`src/rtl/exec_controller_pkg.sv`:
```
// exec_ctrl_pkg: scheduler states and shared constants for exec_controller
package exec_ctrl_pkg;
  typedef enum logic [2:0] {IDLE, RUN, STEP, WAIT_INPUT, HALTED} exec_state_t;
  localparam logic [31:0] DIVISOR_DEFAULT = 32'd50_000_000;
  localparam int SYNC_DEPTH = 2;
endpackage

```
`src/rtl/exec_controller_if.sv`:
```
// exec_controller_if: user/core requests in, enable pulses and status out
// Pc/BpAddr exist only when EXEC_CTRL_BREAKPOINT_EN is defined
interface exec_controller_if;
  logic Play, Step, InputAck, InputReq, HaltReq;
  logic CpuEn, InputLatch, Running, Waiting, Halted;
  logic [31:0] InstrCount;
`ifdef EXEC_CTRL_BREAKPOINT_EN
  logic [31:0] Pc, BpAddr;
  modport master(output Play, Step, InputAck, InputReq, HaltReq, Pc, BpAddr,
                 input CpuEn, InputLatch, Running, Waiting, Halted, InstrCount);
  modport slave(input Play, Step, InputAck, InputReq, HaltReq, Pc, BpAddr,
                output CpuEn, InputLatch, Running, Waiting, Halted, InstrCount);
`else
  modport master(output Play, Step, InputAck, InputReq, HaltReq,
                 input CpuEn, InputLatch, Running, Waiting, Halted, InstrCount);
  modport slave(input Play, Step, InputAck, InputReq, HaltReq,
                output CpuEn, InputLatch, Running, Waiting, Halted, InstrCount);
`endif
endinterface

```
`src/rtl/exec_controller_edge_sync.sv`:
```
// edge_sync: SYNC_DEPTH-flop synchronizer; EDGE=1 turns the output into a rising-edge strobe
module edge_sync
  import exec_ctrl_pkg::*;
#(
  parameter bit EDGE = 1'b1
) (
  input  logic Clk,
  input  logic Reset,
  input  logic d,
  output logic q
);
  logic [SYNC_DEPTH-1:0] sync;
  logic prev;
  always_ff @(posedge Clk or posedge Reset)
    if (Reset) begin
      sync <= '0;
      prev <= 1'b0;
    end else begin
      sync <= {sync[SYNC_DEPTH-2:0], d};
      prev <= sync[SYNC_DEPTH-1];
    end
  // Strobe is combinational so the consumer's register adds the only further cycle
  assign q = EDGE ? sync[SYNC_DEPTH-1] & ~prev : sync[SYNC_DEPTH-1];
endmodule

```
`src/rtl/exec_controller.sv`:
```
// exec_controller: sole source of the core's one-instruction enable (run/step/input wait/halt)
// Define EXEC_CTRL_BREAKPOINT_EN to stop free-run when Pc reaches BpAddr
module exec_controller
  import exec_ctrl_pkg::*;
#(
  parameter logic [31:0] DIVISOR = DIVISOR_DEFAULT
) (
  input logic Clk,
  input logic Reset,
  exec_controller_if.slave bus
);
  localparam logic [31:0] LAST = DIVISOR - 32'd1;
  exec_state_t state, nxt;
  logic [31:0] div, div_n, count;
  logic play, step, ack, pend, pend_n, en_n, latch_n, slot, bp;
  edge_sync #(.EDGE(1'b0)) u_play (.Clk(Clk), .Reset(Reset), .d(bus.Play), .q(play));
  edge_sync #(.EDGE(1'b1)) u_step (.Clk(Clk), .Reset(Reset), .d(bus.Step), .q(step));
  edge_sync #(.EDGE(1'b1)) u_ack (.Clk(Clk), .Reset(Reset), .d(bus.InputAck), .q(ack));
`ifdef EXEC_CTRL_BREAKPOINT_EN
  assign bp = bus.Pc == bus.BpAddr;
`else
  assign bp = 1'b0;
`endif
  assign slot = div == LAST;
  always_comb begin
    nxt = state;
    div_n = 32'd0;
    pend_n = 1'b0;
    en_n = 1'b0;
    latch_n = 1'b0;
    case (state)
      IDLE: nxt = play ? RUN : step ? STEP : IDLE;
      RUN: begin
        nxt = !play ? IDLE : !slot ? RUN : bp ? IDLE : bus.InputReq ? WAIT_INPUT : RUN;
        div_n = (play && !slot) ? div + 32'd1 : 32'd0;
        en_n = play && slot && !bp && !bus.InputReq;
      end
      STEP: begin
        nxt = bus.InputReq ? WAIT_INPUT : IDLE;
        en_n = !bus.InputReq;
      end
      // pend marks the cycle after the latch pulse, when the input instruction issues
      WAIT_INPUT: begin
        nxt = pend ? (play ? RUN : IDLE) : WAIT_INPUT;
        en_n = pend;
        latch_n = ack && !pend;
        pend_n = ack && !pend;
      end
      HALTED: nxt = HALTED;
      default: nxt = IDLE;
    endcase
    if (bus.HaltReq) begin
      nxt = HALTED;
      div_n = 32'd0;
      pend_n = 1'b0;
      en_n = 1'b0;
      latch_n = 1'b0;
    end
  end
  always_ff @(posedge Clk or posedge Reset)
    if (Reset) begin
      state <= IDLE;
      div <= 32'd0;
      pend <= 1'b0;
      count <= 32'd0;
      bus.CpuEn <= 1'b0;
      bus.InputLatch <= 1'b0;
      bus.Running <= 1'b0;
      bus.Waiting <= 1'b0;
      bus.Halted <= 1'b0;
    end else begin
      state <= nxt;
      div <= div_n;
      pend <= pend_n;
      if (en_n && count != 32'hFFFF_FFFF) count <= count + 32'd1;
      bus.CpuEn <= en_n;
      bus.InputLatch <= latch_n;
      bus.Running <= nxt == RUN;
      bus.Waiting <= nxt == WAIT_INPUT;
      bus.Halted <= nxt == HALTED;
    end
  assign bus.InstrCount = count;
endmodule

```
`src/flat_wrapper.sv`:
```
// flat-port wrapper written by rule: the top's interface ports become plain ports
module exec_controller_flat import exec_ctrl_pkg::*;
#(
  parameter logic [31:0] DIVISOR = DIVISOR_DEFAULT
)
  (Clk, Reset, bus_Play, bus_Step, bus_InputAck, bus_InputReq, bus_HaltReq, bus_CpuEn, bus_InputLatch, bus_Running, bus_Waiting, bus_Halted, bus_InstrCount);
  exec_controller_if bus_i ();
  input logic Clk;
  input logic Reset;
  input wire logic [$bits(bus_i.Play)-1:0] bus_Play;
  input wire logic [$bits(bus_i.Step)-1:0] bus_Step;
  input wire logic [$bits(bus_i.InputAck)-1:0] bus_InputAck;
  input wire logic [$bits(bus_i.InputReq)-1:0] bus_InputReq;
  input wire logic [$bits(bus_i.HaltReq)-1:0] bus_HaltReq;
  output wire logic [$bits(bus_i.CpuEn)-1:0] bus_CpuEn;
  output wire logic [$bits(bus_i.InputLatch)-1:0] bus_InputLatch;
  output wire logic [$bits(bus_i.Running)-1:0] bus_Running;
  output wire logic [$bits(bus_i.Waiting)-1:0] bus_Waiting;
  output wire logic [$bits(bus_i.Halted)-1:0] bus_Halted;
  output wire logic [$bits(bus_i.InstrCount)-1:0] bus_InstrCount;
  assign bus_i.Play = bus_Play;
  assign bus_i.Step = bus_Step;
  assign bus_i.InputAck = bus_InputAck;
  assign bus_i.InputReq = bus_InputReq;
  assign bus_i.HaltReq = bus_HaltReq;
  assign bus_CpuEn = bus_i.CpuEn;
  assign bus_InputLatch = bus_i.InputLatch;
  assign bus_Running = bus_i.Running;
  assign bus_Waiting = bus_i.Waiting;
  assign bus_Halted = bus_i.Halted;
  assign bus_InstrCount = bus_i.InstrCount;
  exec_controller #(.DIVISOR(DIVISOR)) u_core (.Clk(Clk), .Reset(Reset), .bus(bus_i));
endmodule
```
`config.mk`:
```
export PLATFORM = sky130hd
export DESIGN_NAME = exec_controller_flat
export DESIGN_NICKNAME = d
export VERILOG_FILES = /design/src/rtl/exec_controller_pkg.sv /design/src/rtl/exec_controller_if.sv /design/src/rtl/exec_controller_edge_sync.sv /design/src/rtl/exec_controller.sv /design/src/flat_wrapper.sv
export SDC_FILE = /design/constraint.sdc
export NUM_CORES = 1
export LEC_CHECK = 0
export CORE_ASPECT_RATIO = 1.1
export CORE_UTILIZATION = 38
export CTS_CLUSTER_DIAMETER = 120
export DETAILED_ROUTE_END_ITERATION = 8
export GPL_ROUTABILITY_DRIVEN = 1
export SYNTH_ARGS = -nofsm -noshare
export SYNTH_HDL_FRONTEND = slang
export SYNTH_HIERARCHICAL = 1
export SYNTH_SLANG_ARGS = --single-unit
```
`constraint.sdc`:
```
create_clock -name Clk -period 3.4 [get_ports Clk]
set_input_delay 1.02 -clock Clk [delete_from_list [all_inputs] [get_ports Clk]]
set_output_delay 1.02 -clock Clk [all_outputs]
set_load 0.02 [all_outputs]
```
* After elaboration in Yosys (flattened, before gate mapping)
Cells that the tools add are included.
Word-level totals: bits in registers 80, input bits 7, output and inout port bits 37, word-level logic and storage cells 54
Operators by class: add/sub/neg operators 2, equal/unequal tests 9, mux-type cells 17, bitwise logic cells 4, reductions and logical operators 9
Operators with widths (number):
- 32-bit two-way mux | 3
- 32-bit by 1-bit adder with 32-bit output (second input constant) | 2
- 32-bit by 26-bit == test with 1-bit output (second input constant) | 1
- 32-bit inequality test (second input constant) | 1
- 3-bit two-way mux | 5
- 3-bit one-hot mux with 5 select lines | 1
- 3-bit by 2-bit == test with 1-bit output (second input constant) | 3
- 3-bit by 1-bit == test with 1-bit output (second input constant) | 2
- 3-bit == test (second input constant) | 2
- 2-bit two-way mux | 3
- 1-bit logical AND | 5
- 1-bit two-way mux | 4
- 1-bit logical NOT | 3
- 3-bit logical NOT | 1
- 1-bit one-hot mux with 3 select lines | 1
- 1-bit bitwise AND | 2
- 1-bit NOT | 2

* Depth between registers and ports, before layout
depth after elaboration 7, mapped depth 8, depth with buffers taken out 7

* Cells and area by module
The synthesis kept the hierarchy.
Modules (own cells, without submodules):
- exec_controller | instances 1, cells each 348, area each 3525.9 µm², sequential area each 1801.7 µm²
- edge_sync at u_core.u_ack ... | instances 2, cells each 5, area each 92.6 µm², sequential area each 75.1 µm²
- edge_sync at u_core.u_play | instances 1, cells each 3, area each 53.8 µm², sequential area each 50.0 µm²

* Worst setup path before layout
No wires, ideal clock.
kind input-to-reg, start input bus_HaltReq, end register u_core.count[4], in the netlist u_core/bus.InstrCount[4], library setup time 0.125 ns, data arrival time 2.298 ns, data required time 3.275 ns, slack 0.978 ns, cell stages on the path 6, path buffers 0, path through nor2_1 nand3b_2 nor4_4 or2_2 and4_1 mux2_2
Between the ends: word-level cells in the longest chain between the ends 2
Ends and longest elaborated chain:
- from (decl) | line flat_wrapper.sv:14 | input wire logic [$bits(bus_i.HaltReq)-1:0] bus_HaltReq;
- 1-bit two-way mux | line exec_controller.sv:52 | if (bus.HaltReq) begin
- 1-bit logical AND | line exec_controller.sv:75 | if (en_n && count != 32'hFFFF_FFFF) count <= count + 32'd1;
- to (signal assigned) | line exec_controller.sv:75
- to (decl) | line exec_controller.sv:14 | logic [31:0] div, div_n, count;
Every way passes these cells. A chain may end at the register's enable or synchronous reset.

* Worst setup path in the final report
start input bus_HaltReq, end register u_core.count[1], in the netlist u_core/bus.InstrCount[1]
Same word-level chain as after synthesis.

==> impl_metrics.tcl <==
set metrics [dict create \
    fillers 895 \
    path_max_fanout 21 \
    yosysSeqAreaShare 0.532 \
    peakVddDrop_v 0.000306 \
    hpwlAfterDp_um 5010 \
    fp.coreArea_mm2 0.00949 \
    setup-violations-final 0 \
    power_mw 1.65 \
    fin_crit_sh 0.829 \
    worstMarginPinSlew_ns 0.941 \
    leakage_nw 1.93 \
    final_max_slew_viol_count 0 \
    antenna_left 0 \
    start_kind "input pin" \
    finalWeightedCongestion 0.737 \
    cts-buffers-inserted 9 \
    worstReg2RegStart "u_core/div[0]" \
    antenna_found_initial 0 \
    final_core_util 0.474 \
    ys.flop_type "dfrtp_1" \
    layout.nets 418 \
    final_hold_viol_count 0 \
    track_usage 0.149 \
    root_buffer "clkbuf_8" \
    first_global_vias 2588 \
    worstHoldStart "u_core/u_play/sync[0]" \
    fmax_mhz 355 \
    cts_tree "yes" \
    post_cts_buffers 0 \
    cts_resized 0 \
    yosys.area.top_type_share 0.532 \
    synth_edf_count 0 \
    ys_async_sr_fraction 1.00 \
    drt_iter0_drc 92 \
    worstSetupPathType "input pin to register" \
    slew_headroom 0.373 \
    die_y_um 106 \
    via_count 2672 \
    num_rows 37 \
    syn_avg_cell_area_um2 10.4 \
    vias_per_cell 5.05 \
    skew_ns 0.0111 \
    synthTopCellsByArea "dfrtp_1, xor2_1, nor2_1" \
    drt_first_pass_iters 4 \
    ff_latch_area_mm2 0.00200 \
    syn_inst 361 \
    rsz0062_at_grt "false" \
    required_ns 3.62 \
    initial_core_util 0.397 \
    drc 0 \
    num_io_pins 44 \
    worstPathArrival_ns 3.04 \
    hold_class "register to register" \
    status "finished clean" \
    path_clk_slew_ns 0.08 \
    post_drt_wl_per_cell_um 13.6 \
    htree_levels 3 \
    hold_buffers 0 \
    clk_latency_ns 0.34 \
    synthTopCellsByCount "dfrtp_1, nor2_1, xor2_1, nand2_1, nand3_1" \
    fin_crit_ns 2.82 \
    drv_cap 0 \
    syn_nets 370 \
    area_growth_pct 19.6 \
    final.setup.tns_ns 0 \
    ys_ff_latch 80 \
    multi_input_area_mm2 0.00167 \
    drive_gt1_frac 0.0777 \
    syn-cell-area_mm2 0.00376 \
    antennaDiodeCount 0 \
    endpoint_kind "register" \
    ys_types 42 \
    wl_um 7220 \
    clock_sinks 80 \
    crit_path_start "bus_HaltReq" \
    max-clock-path-buffers 2 \
    portBuffers 43 \
    yosys_warnings 6 \
    synth.most_common_cell "dfrtp_1" \
    die_width_um 96.9 \
    power_density_mw_per_mm2 366 \
    die_area_mm2 0.0103 \
    grt_max_degree 41 \
    grt_pass1_wl_um 12400 \
    grt_remaining_overflow 0 \
    synth_largest_area_cell "dfrtp_1" \
]
==> worst max-delay path, stage by stage <==
cell             delay [ns]
clkdlybuf4s50_1        0.52
nor2_1                 0.12
and3_1                 0.22
o21ai_2                0.75
mux2_2                 0.41
==> metal layers <==
metal  track usage  wire length (um)  vias up
met5             0                 0        -
met4        0.0480                52        0
met3        0.0329               227        6
met2         0.240              3430       44
met1         0.200              3500     1291
li1              -                 -     1331
==> layout by cell type (no fill, tap or decap), types with 2 or more instances in the layout <==
master / n
dfrtp_1: 80
and3_1: 10
and4_1: 11
buf_4: 3
nand3_1: 23
xor2_1: 37
nor3_1: 12
a21o_1: 3
mux2_2: 3
clkbuf_8: 9
nand2_1: 26
nor2b_4: 2
xnor2_1: 21
ha_1: 2
nor4_1: 5
nor4b_1: 2
clkinv_2: 2
o21ai_0: 3
inv_1: 8
clkdlybuf4s50_1: 43
nor2_1: 54
nand3b_1: 3
nand4_1: 19
and2_1: 7
==> worst paths after layout <==
check | to | slack [ns] | cells after the start
setup / recovery | u_core/bus.InstrCount[1] | 0.58 | 5
hold / removal | u_core/u_play/sync[1] | 0.36 | 0
setup reg to reg | u_core/bus.InstrCount[1] | 0.93 | 6
hold reg to reg | u_core/u_play/sync[1] | 0.36 | 0
max in group asynchronous | u_core/bus.InstrCount[15] | 1.86 | 3
min in group asynchronous | u_core/u_play/sync[0] | 0.93 | 2
==> metrics by stage <==
stage	cell area, um2	hold WS [ns]	setup WS (ns)	std cells
2_1_floorplan	3760	0.331	0.555	361
3_3_place_gp	4330	0.332	0.221	515
3_5_place_dp	4330	0.339	0.186	515
4_1_cts	4500	0.358	0.568	529
5_1_grt	4500	0.362	0.406	529
6_report	4500	0.355	0.583	529
==> flip-flops by register name, indices dropped and copies added, names as in the netlist, 2 cells and up <==
signal                 flops
u_core/bus.InstrCount     32
u_core/div                32
u_core/state               3
u_core/u_ack/sync          2
u_core/u_play/sync         2
u_core/u_step/sync         2
==> cells by family after synthesis <==
family          count (synthesis)  share of synthesized area
mux                             3                    0.00897
buf+inv                        19                     0.0239
flops                          80                      0.532
compound gates                 11                     0.0196
xor+xnor                       58                      0.135
simple gates                  188                      0.274
fa+ha+maj                       2                    0.00665
==> final cells by class <==
class,instances,share of cell area
clock inverter,4,0.0106
multi-input combinational,262,0.371
inverter,9,0.00750
clock buffer,10,0.0283
sequential,80,0.445
timing repair buffer,47,0.105
tap,117,0.0325
==> report_power, final <==
part	leakage [nW]	switching, mW	internal, mW
registers	1.08	0.00331	0.956
clock network	0.0880	0.323	0.329
logic	0.765	0.0229	0.0136
(Power assumes the default switching activity.)
